--- src/rtl/rr_arbiter8.sv ---
// ---------------------------------------------------------------------------
// rr_arbiter8
//
// Eight-way round-robin arbiter with a bounded grant tenure. A rotating
// priority pointer decides who wins when several requesters are active, so no
// requester has fixed precedence. A grant is held until the owner signals done,
// drops its request, or has held the resource for MAX_HOLD cycles. In the last
// case the grant is revoked and a one-cycle timeout pulse follows. Every grant
// is followed by exactly one idle cycle before the next grant can be issued.
//
// Parameters
//   MAX_HOLD    : maximum grant tenure in cycles (1..255)
//
// Ports
//   clk         : in  rising-edge clock for all state
//   rst         : in  synchronous, active-high reset
//   req[7:0]    : in  level request per requester, held until served
//   done        : in  owner releases the resource (only looked at while granted)
//   grant[7:0]  : out registered one-hot grant, or all-zero
//   grant_idx   : out registered binary index of the granted requester
//   grant_valid : out high while a grant is held
//   timeout     : out one-cycle pulse after a grant is revoked by the tenure limit
// ---------------------------------------------------------------------------
module rr_arbiter8 #(
  parameter int unsigned MAX_HOLD = 15
) (
  input  logic       clk,
  input  logic       rst,
  input  logic [7:0] req,
  input  logic       done,
  output logic [7:0] grant,
  output logic [2:0] grant_idx,
  output logic       grant_valid,
  output logic       timeout
);

  typedef enum logic {
    IDLE  = 1'b0,
    GRANT = 1'b1
  } state_e;

  state_e      state_q, state_d;
  logic [2:0]  ptr_q, ptr_d;
  logic [7:0]  hold_q, hold_d;
  logic [7:0]  grant_q, grant_d;
  logic [2:0]  idx_q, idx_d;
  logic        timeout_q, timeout_d;

  logic [15:0] reqDoubled;
  logic [15:0] reqShifted;
  logic [7:0]  reqRotated;
  logic [2:0]  pickOffset;
  logic        pickFound;
  logic [2:0]  pickIdx;
  logic        ownerReq;
  logic        holdLimit;
  logic        release_w;

  // Rotate the request vector so that bit 0 corresponds to the pointer
  // position. Concatenating req with itself makes the rotation a plain shift,
  // and the wrap from index 7 back to 0 falls out naturally.
  always_comb begin
    reqDoubled = {req, req};
    reqShifted = reqDoubled >> ptr_q;
    reqRotated = reqShifted[7:0];
  end

  // Find the lowest set bit of the rotated vector, i.e. the first active
  // requester at or after the pointer. The loop runs from high to low so the
  // smallest offset is the last one written and therefore wins.
  always_comb begin
    pickOffset = 3'd0;
    pickFound  = 1'b0;
    for (int off = 7; off >= 0; off--) begin
      if (reqRotated[off]) begin
        pickOffset = 3'(off);
        pickFound  = 1'b1;
      end
    end
    pickIdx = ptr_q + pickOffset;
  end

  // Release conditions for the current owner. The hold counter starts at zero
  // on the grant edge, so reaching MAX_HOLD-1 means the owner has already had
  // MAX_HOLD cycles of tenure.
  always_comb begin
    ownerReq  = req[idx_q];
    holdLimit = (hold_q == 8'(MAX_HOLD - 1));
    release_w = done || !ownerReq || holdLimit;
  end

  // Next-state logic. While a grant is held the grant vector and index stay
  // frozen regardless of other requests. On release the pointer moves just
  // past the old owner so everyone else gets a turn before it is served again.
  // The timeout pulse is only raised when the hold limit is the sole reason
  // for the release.
  always_comb begin
    state_d   = state_q;
    ptr_d     = ptr_q;
    hold_d    = hold_q;
    grant_d   = grant_q;
    idx_d     = idx_q;
    timeout_d = 1'b0;
    case (state_q)
      IDLE: begin
        hold_d = 8'd0;
        if (pickFound) begin
          state_d = GRANT;
          grant_d = 8'd1 << pickIdx;
          idx_d   = pickIdx;
        end else begin
          grant_d = 8'd0;
          idx_d   = 3'd0;
        end
      end
      GRANT: begin
        if (release_w) begin
          state_d   = IDLE;
          grant_d   = 8'd0;
          idx_d     = 3'd0;
          hold_d    = 8'd0;
          ptr_d     = idx_q + 3'd1;
          timeout_d = !done && ownerReq;
        end else begin
          hold_d = hold_q + 8'd1;
        end
      end
      default: begin
        state_d = IDLE;
        grant_d = 8'd0;
        idx_d   = 3'd0;
        hold_d  = 8'd0;
      end
    endcase
  end

  // State registers. Reset wins over everything, including an active grant,
  // and never produces a timeout pulse.
  always_ff @(posedge clk) begin
    if (rst) begin
      state_q   <= IDLE;
      ptr_q     <= 3'd0;
      hold_q    <= 8'd0;
      grant_q   <= 8'd0;
      idx_q     <= 3'd0;
      timeout_q <= 1'b0;
    end else begin
      state_q   <= state_d;
      ptr_q     <= ptr_d;
      hold_q    <= hold_d;
      grant_q   <= grant_d;
      idx_q     <= idx_d;
      timeout_q <= timeout_d;
    end
  end

  assign grant       = grant_q;
  assign grant_idx   = idx_q;
  assign grant_valid = (state_q == GRANT);
  assign timeout     = timeout_q;

endmodule
--- config.mk ---
export PLATFORM = sky130hd
export DESIGN_NAME = rr_arbiter8
export DESIGN_NICKNAME = d
export VERILOG_FILES = /design/src/rtl/rr_arbiter8.sv
export SDC_FILE = /design/constraint.sdc
export NUM_CORES = 1
export LEC_CHECK = 0
export BUFFER_PORTS_ARGS = -buffer_cell sky130_fd_sc_hd__buf_2
export CAP_MARGIN = 20
export CORE_MARGIN = 2
export CORE_UTILIZATION = 61
export CTS_CLUSTER_SIZE = 30
export DETAILED_ROUTE_END_ITERATION = 8
export PLACE_DENSITY = 0.84
export REMOVE_ABC_BUFFERS = 1
export SYNTH_ARGS = -nofsm -noshare
export SYNTH_HDL_FRONTEND = slang
export SYNTH_SLANG_ARGS = --single-unit
--- constraint.sdc ---
create_clock -name clk -period 9.65 [get_ports clk]
set_input_delay 1.93 -clock clk [delete_from_list [all_inputs] [get_ports clk]]
set_output_delay 1.93 -clock clk [all_outputs]
set_load 0.02 [all_outputs]
# After elaboration in Yosys (flattened, before gate mapping)
# Index checks and enable logic that the tools add are counted.
classes:
  n_addsub: 3
  mul: 0
  div: 0
  magnitude_cmp: 1
  n_eq_ne: 2
  n_shift: 2
  mux: 29
  n_bitwise: 2
  reduce_logical: 7
ops:
  columns: ["cell", "n"]
  rows:
  - ["$pmux 8 s2", 2]
  - ["$mux 3", 10]
  - ["$mux 8", 3]
  - ["$shr 16x3->8", 1]
  - ["$mux 1", 11]
  - ["$add 8x1->8 const B", 1]
  - ["$eq 8x4->1 const B", 1]
  - ["$shl 1x3->8 const A", 1]
  - ["$pmux 3 s2", 1]
  - ["$lt 3x4->1 const B", 1]
  - ["$add 3x1->3 const B", 1]
  - ["$add 3x3->3", 1]
  - ["$bmux 1 s3", 1]
  - ["$reduce_or 3->1", 1]
  - ["$logic_not 1->1", 2]
  - ["$logic_or 1x1->1", 2]
  - ["$ne 2x1->1 const B", 1]
  - ["$not 1->1", 2]
  - ["$pmux 1 s2", 1]
  - ["$reduce_and 2->1", 1]
  - ["$logic_and 1x1->1", 1]
word_totals:
  regBits: 24
  latchBits: 0
  mem_bits_rw: 0
  mem_bits_ro: 0
  in_bits: 11
  out_inout_bits: 13
  elab_cells: 52
  mem_count: 0

# Depth between registers and ports, before layout
logic_depth:
  depth_word: 13
  ltp_mapped: 15
  depth_no_buf: 13

# Worst setup path before layout
# OpenSTA, ideal clock, no wires.
synth_path:
  path_type: "in2reg"
  start: "input port req[0]"
  end: "register grant_q[0] (netlist: grant[0])"
  setup_time_ps: 125
  arrival_time_ps: 4250
  t_required_ps: 9525
  slack_ps: 5274
  stages: 10
  n_path_buf: 0
  path_cell_list: "nor2b_2 a211o_2 or2_1 nand2b_1 o221ai_1 a21oi_1 fa_1 xnor2_1 nor3b_2 o31ai_1"
synth_via:
  elab_chain_len: 13
  word_cells_on_any_way: 27
  classes_between: "add/sub: 1; eq/ne: 1; shift: 2; mux: 20; reduce/logical: 3"
synth_lines:
  columns: ["item", "line_no", "source"]
  rows:
  - ["start: declaration", "29", "input logic [7:0] req,"]
  - ["$shr 16x3->8", "64", "reqShifted = reqDoubled >> ptr_q;"]
  - ["$mux 3 (8 in a row)", "75", "if (reqRotated[off]) begin"]
  - ["$add 3x3->3", "80", "pickIdx = ptr_q + pickOffset;"]
  - ["$shl 1x3->8", "109", "grant_d = 8'd1 << pickIdx;"]
  - ["$mux 8", "107", "if (pickFound) begin"]
  - ["$pmux 8 s2", "104", "case (state_q)"]
  - ["end signal: assignment", "151", "grant_q <= grant_d;"]
  - ["end: declaration", "45", "logic [7:0] grant_q, grant_d;"]
# Parallel ways exist; a longest one is shown, timed or not. The select of a mux whose other input is x is not followed.
# A chain may end at the register's enable or synchronous reset.

# Final worst setup path
layout_path:
  start: "input port req[0]"
  end: "register grant_q[2] (netlist: grant[2])"
# Same word-level chain as after synthesis.

==> results.py <==
metrics = {
    "grt": {
        "grt_start_max_net_pins": 28,
        "grt_pass1_vias": 1516,
        "met1_usage": 0.3111,
        "gr-usage-all-layers": 0.2502,
        "met2_usage": 0.4351,
        "overflow": 0,
        "grt.busiest_layer": "met2",
        "grtUsageMet3": 0.05215,
        "antenna_found_initial": 0,
        "grt_first_pass_wirelength_um": 6582,
    },
    "sta": {
        "finalCriticalPeriod_ns": 4.565,
        "skew_ns": 0.006304,
        "tightest_slew_ns": 1.044,
        "fmax_mhz": 219.0,
        "drv_slew": 0,
        "rsz0062_at_grt": "no",
        "layout_setup_ws_ns": 5.085,
        "finalSetupTns_ns": 0,
        "setup_violations": 0,
        "hold_viol": 0,
        "min_period_over_period": 0.4731,
        "slew_headroom": 0.3032,
    },
    "finish": {
        "n_antenna_cell": 0,
        "final_area_um2": 1863,
        "syn2layout_area_growth_pct": 8.370,
        "layout-drive-gt1-share": 0.1928,
        "n_fill_cell": 224,
        "final_common_cell": "nand2_1",
        "ff_latch_area_um2": 480.5,
        "final_cell_mix": "29 x nand2_1, 24 x dfxtp_1, 23 x buf_2",
        "multiInputGateArea_um2": 1154,
        "final_nets": 240,
    },
    "yosys": {
        "yosysTopAreaCell": "dfxtp_1",
        "synth_compound_area_frac": 0.2489,
        "ys_ff_latch": 24,
        "synth_ff_type": "dfxtp_1",
        "syn_inst": 204,
        "avgSynthCellArea_um2": 8.427,
        "synth_cell_types": 58,
        "synth_top_family_by_area": "simple AND/OR/NAND/NOR gates",
        "synth-edff-count": 0,
        "synthSimpleGateAreaFrac": 0.2649,
        "synth_area_leaders": "dfxtp_1 28%, nand2_1 6.3%, mux2i_1 5.2%",
        "ys_seq_area_frac": 0.2795,
        "synthMuxAreaShare": 0.08079,
        "synthAdderAreaFrac": 0.04076,
        "async_reset_ff_frac": 0,
        "yosys.area_share.xor_xnor": 0.03566,
        "synth_area_um2": 1719,
        "yosys_warnings": 0,
        "synth_top_area_share": 0.2795,
    },
    "clocking": {
        "htreeDepth": 1,
        "cts_tree": "done",
        "cts_resized": 0,
        "numCtsBuffers": 3,
        "cts.clk_slew.worst_paths_ns": 0.12,
        "clk_latency_ns": 0.31,
        "cts_setup_buffers": 0,
        "clkSinkCount": 24,
        "cts-root-buf": "clkbuf_4",
        "hold_buffers": 0,
        "cts_max_path_buffers": 2,
    },
    "setup_path": {
        "critPathRequiredTime_ns": 9.85,
        "path_cells": "buf_2 > nor2b_2 > a211o_2 > or2_1 > nand2b_1 > o221ai_1 > a21oi_1 > fa_1 > xnor2_1 > nor3b_2 > o31ai_1",
        "crit_slowest_cell": "xnor2_1",
        "cpLargestDelayFamily": "simple AND/OR/NAND/NOR gates",
        "crit_start": "req[0]",
        "r2r_slack_ns": 5.71,
        "path_class": "in -> reg",
        "r2r_cells": 12,
        "crit_arrival_ns": 4.76,
        "cp_slowest_stage_delay_ns": 0.45,
        "critical_path.max_fanout": 8,
        "path_depth": 11,
        "crit_end": "grant[2]",
        "crit_path_start_kind": "input port",
        "crit_buf_inv": 1,
        "rr_startpoint": "ptr_q[0]",
        "r2r-end": "grant[2]",
        "end_kind": "flop",
    },
    "floorplanning": {
        "rows": 19,
        "core-area_um2": 2710,
        "num_io_pins": 24,
        "die_h_um": 57.09,
        "dieArea_um2": 3259,
        "die_w_um": 57.09,
        "initial_core_util": 0.6343,
    },
    "drt": {
        "vias": 1624,
        "vias_per_cell": 6.394,
        "drc": 0,
        "first_pass_iters": 4,
        "postRouteAntennaNets": 0,
        "drt-initial-drc-count": 56,
        "finalWirelength_um": 3843,
        "wl_per_cell_um": 15.13,
    },
    "place": {
        "dp_hpwl_um": 3015,
        "place_ws_ns": 4.748,
        "place_area_um2": 1810,
        "place_congestion": 0.9518,
        "portBuffers": 23,
    },
    "outcome": {
        "status": "completed",
    },
    "min_path": {
        "hold_path.class": "reg -> reg",
    },
    "run": {
        "max-cap-violations": 0,
    },
    "power": {
        "power_mw": 0.3256,
        "ir_drop_uv": 176.4,
        "p_leak_nw": 0.7145,
        "power_density_nw_per_um2": 174.8,
    },
}
[synthesized netlist by cell type (all sizes together), types with 2 or more instances]
library cell / n
a32o: 2
xor2: 4
nand3: 9
a21oi: 7
a211o: 4
nand3b: 2
ha: 4
inv: 6
buf: 6
o31ai: 9
nor2b: 5
o211ai: 4
nand4: 3
mux4: 2
a31oi: 2
nor4b: 2
nand2: 30
dfxtp: 24
o22ai: 2
nor3: 5
o21ai: 10
nand2b: 3
mux2i: 9
nor4: 3
a22oi: 2
a211oi: 4
nor2: 19
clkbuf: 2
xnor2: 3
and2: 2
[metrics by stage]
step / hold slack (ns) / utilization / instances
3_3_place_gp: 0.4349 / 0.6681 / 250
3_5_place_dp: 0.4366 / 0.6681 / 250
6_report: 0.4630 / 0.6874 / 254
4_1_cts: 0.4638 / 0.6874 / 254
2_1_floorplan: 0.4412 / - / 196
5_1_grt: 0.4827 / 0.6874 / 254
[state kept, by name (all words and copies together), names as in the netlist]
register / count
grant_idx: 3
grant_valid: 1
hold_q: 8
timeout: 1
grant: 8
ptr_q: 3
[logic make-up after synthesis]
kind of cell,after synthesis
buffers and inverters,14
and+or+nand+nor,88
AOI/OAI and AO/OA,55
adders and majority gates,5
muxes,11
DFF,24
xor gates and xnor gates,7
[worst min-delay path, stage by stage (launching register included)]
cell and delay (ns):
dfxtp_1 0.33, nand2_1 0.05, o21ai_1 0.05
[power by group]
part | leakage [nW] | total (mW) | internal, mW | switching (mW)
combinational | 0.492 | 0.124 | 0.0517 | 0.0725
clock | 0.0279 | 0.0711 | 0.0420 | 0.0291
sequential | 0.195 | 0.130 | 0.109 | 0.0209
total | 0.714 | 0.326 | 0.203 | 0.123
[layout make-up]
type                       instances  area share
multi-input combinational        166      0.6192
sequential                        24      0.2579
timing repair buffer              23     0.06179
tap                               31     0.02082
clock inverter                     1     0.01612
clock buffer                       3     0.01209
inverter                           6     0.01209
[per-layer routing]
layer | share of wire | up-vias
li1 | - | 796
met1 | 0.42 | 771
met2 | 0.51 | 51
met3 | 0.056 | 6
met4 | 0.014 | 0
met5 | 0 | -
[how the worst min path moves through the flow]
stage                    from  slack (ns)        end  depth (start not counted)
finish               grant[4]        0.46   grant[4]                          2
global route         grant[4]        0.48   grant[4]                          2
CTS                  grant[3]        0.46   grant[3]                          2
detailed placement   grant[3]        0.44   grant[3]                          2
global placement     grant[1]        0.43   grant[1]                          2
floorplan           hold_q[0]        0.44  hold_q[0]                          1
No activity file was read; power rests on OpenSTA's default activity.
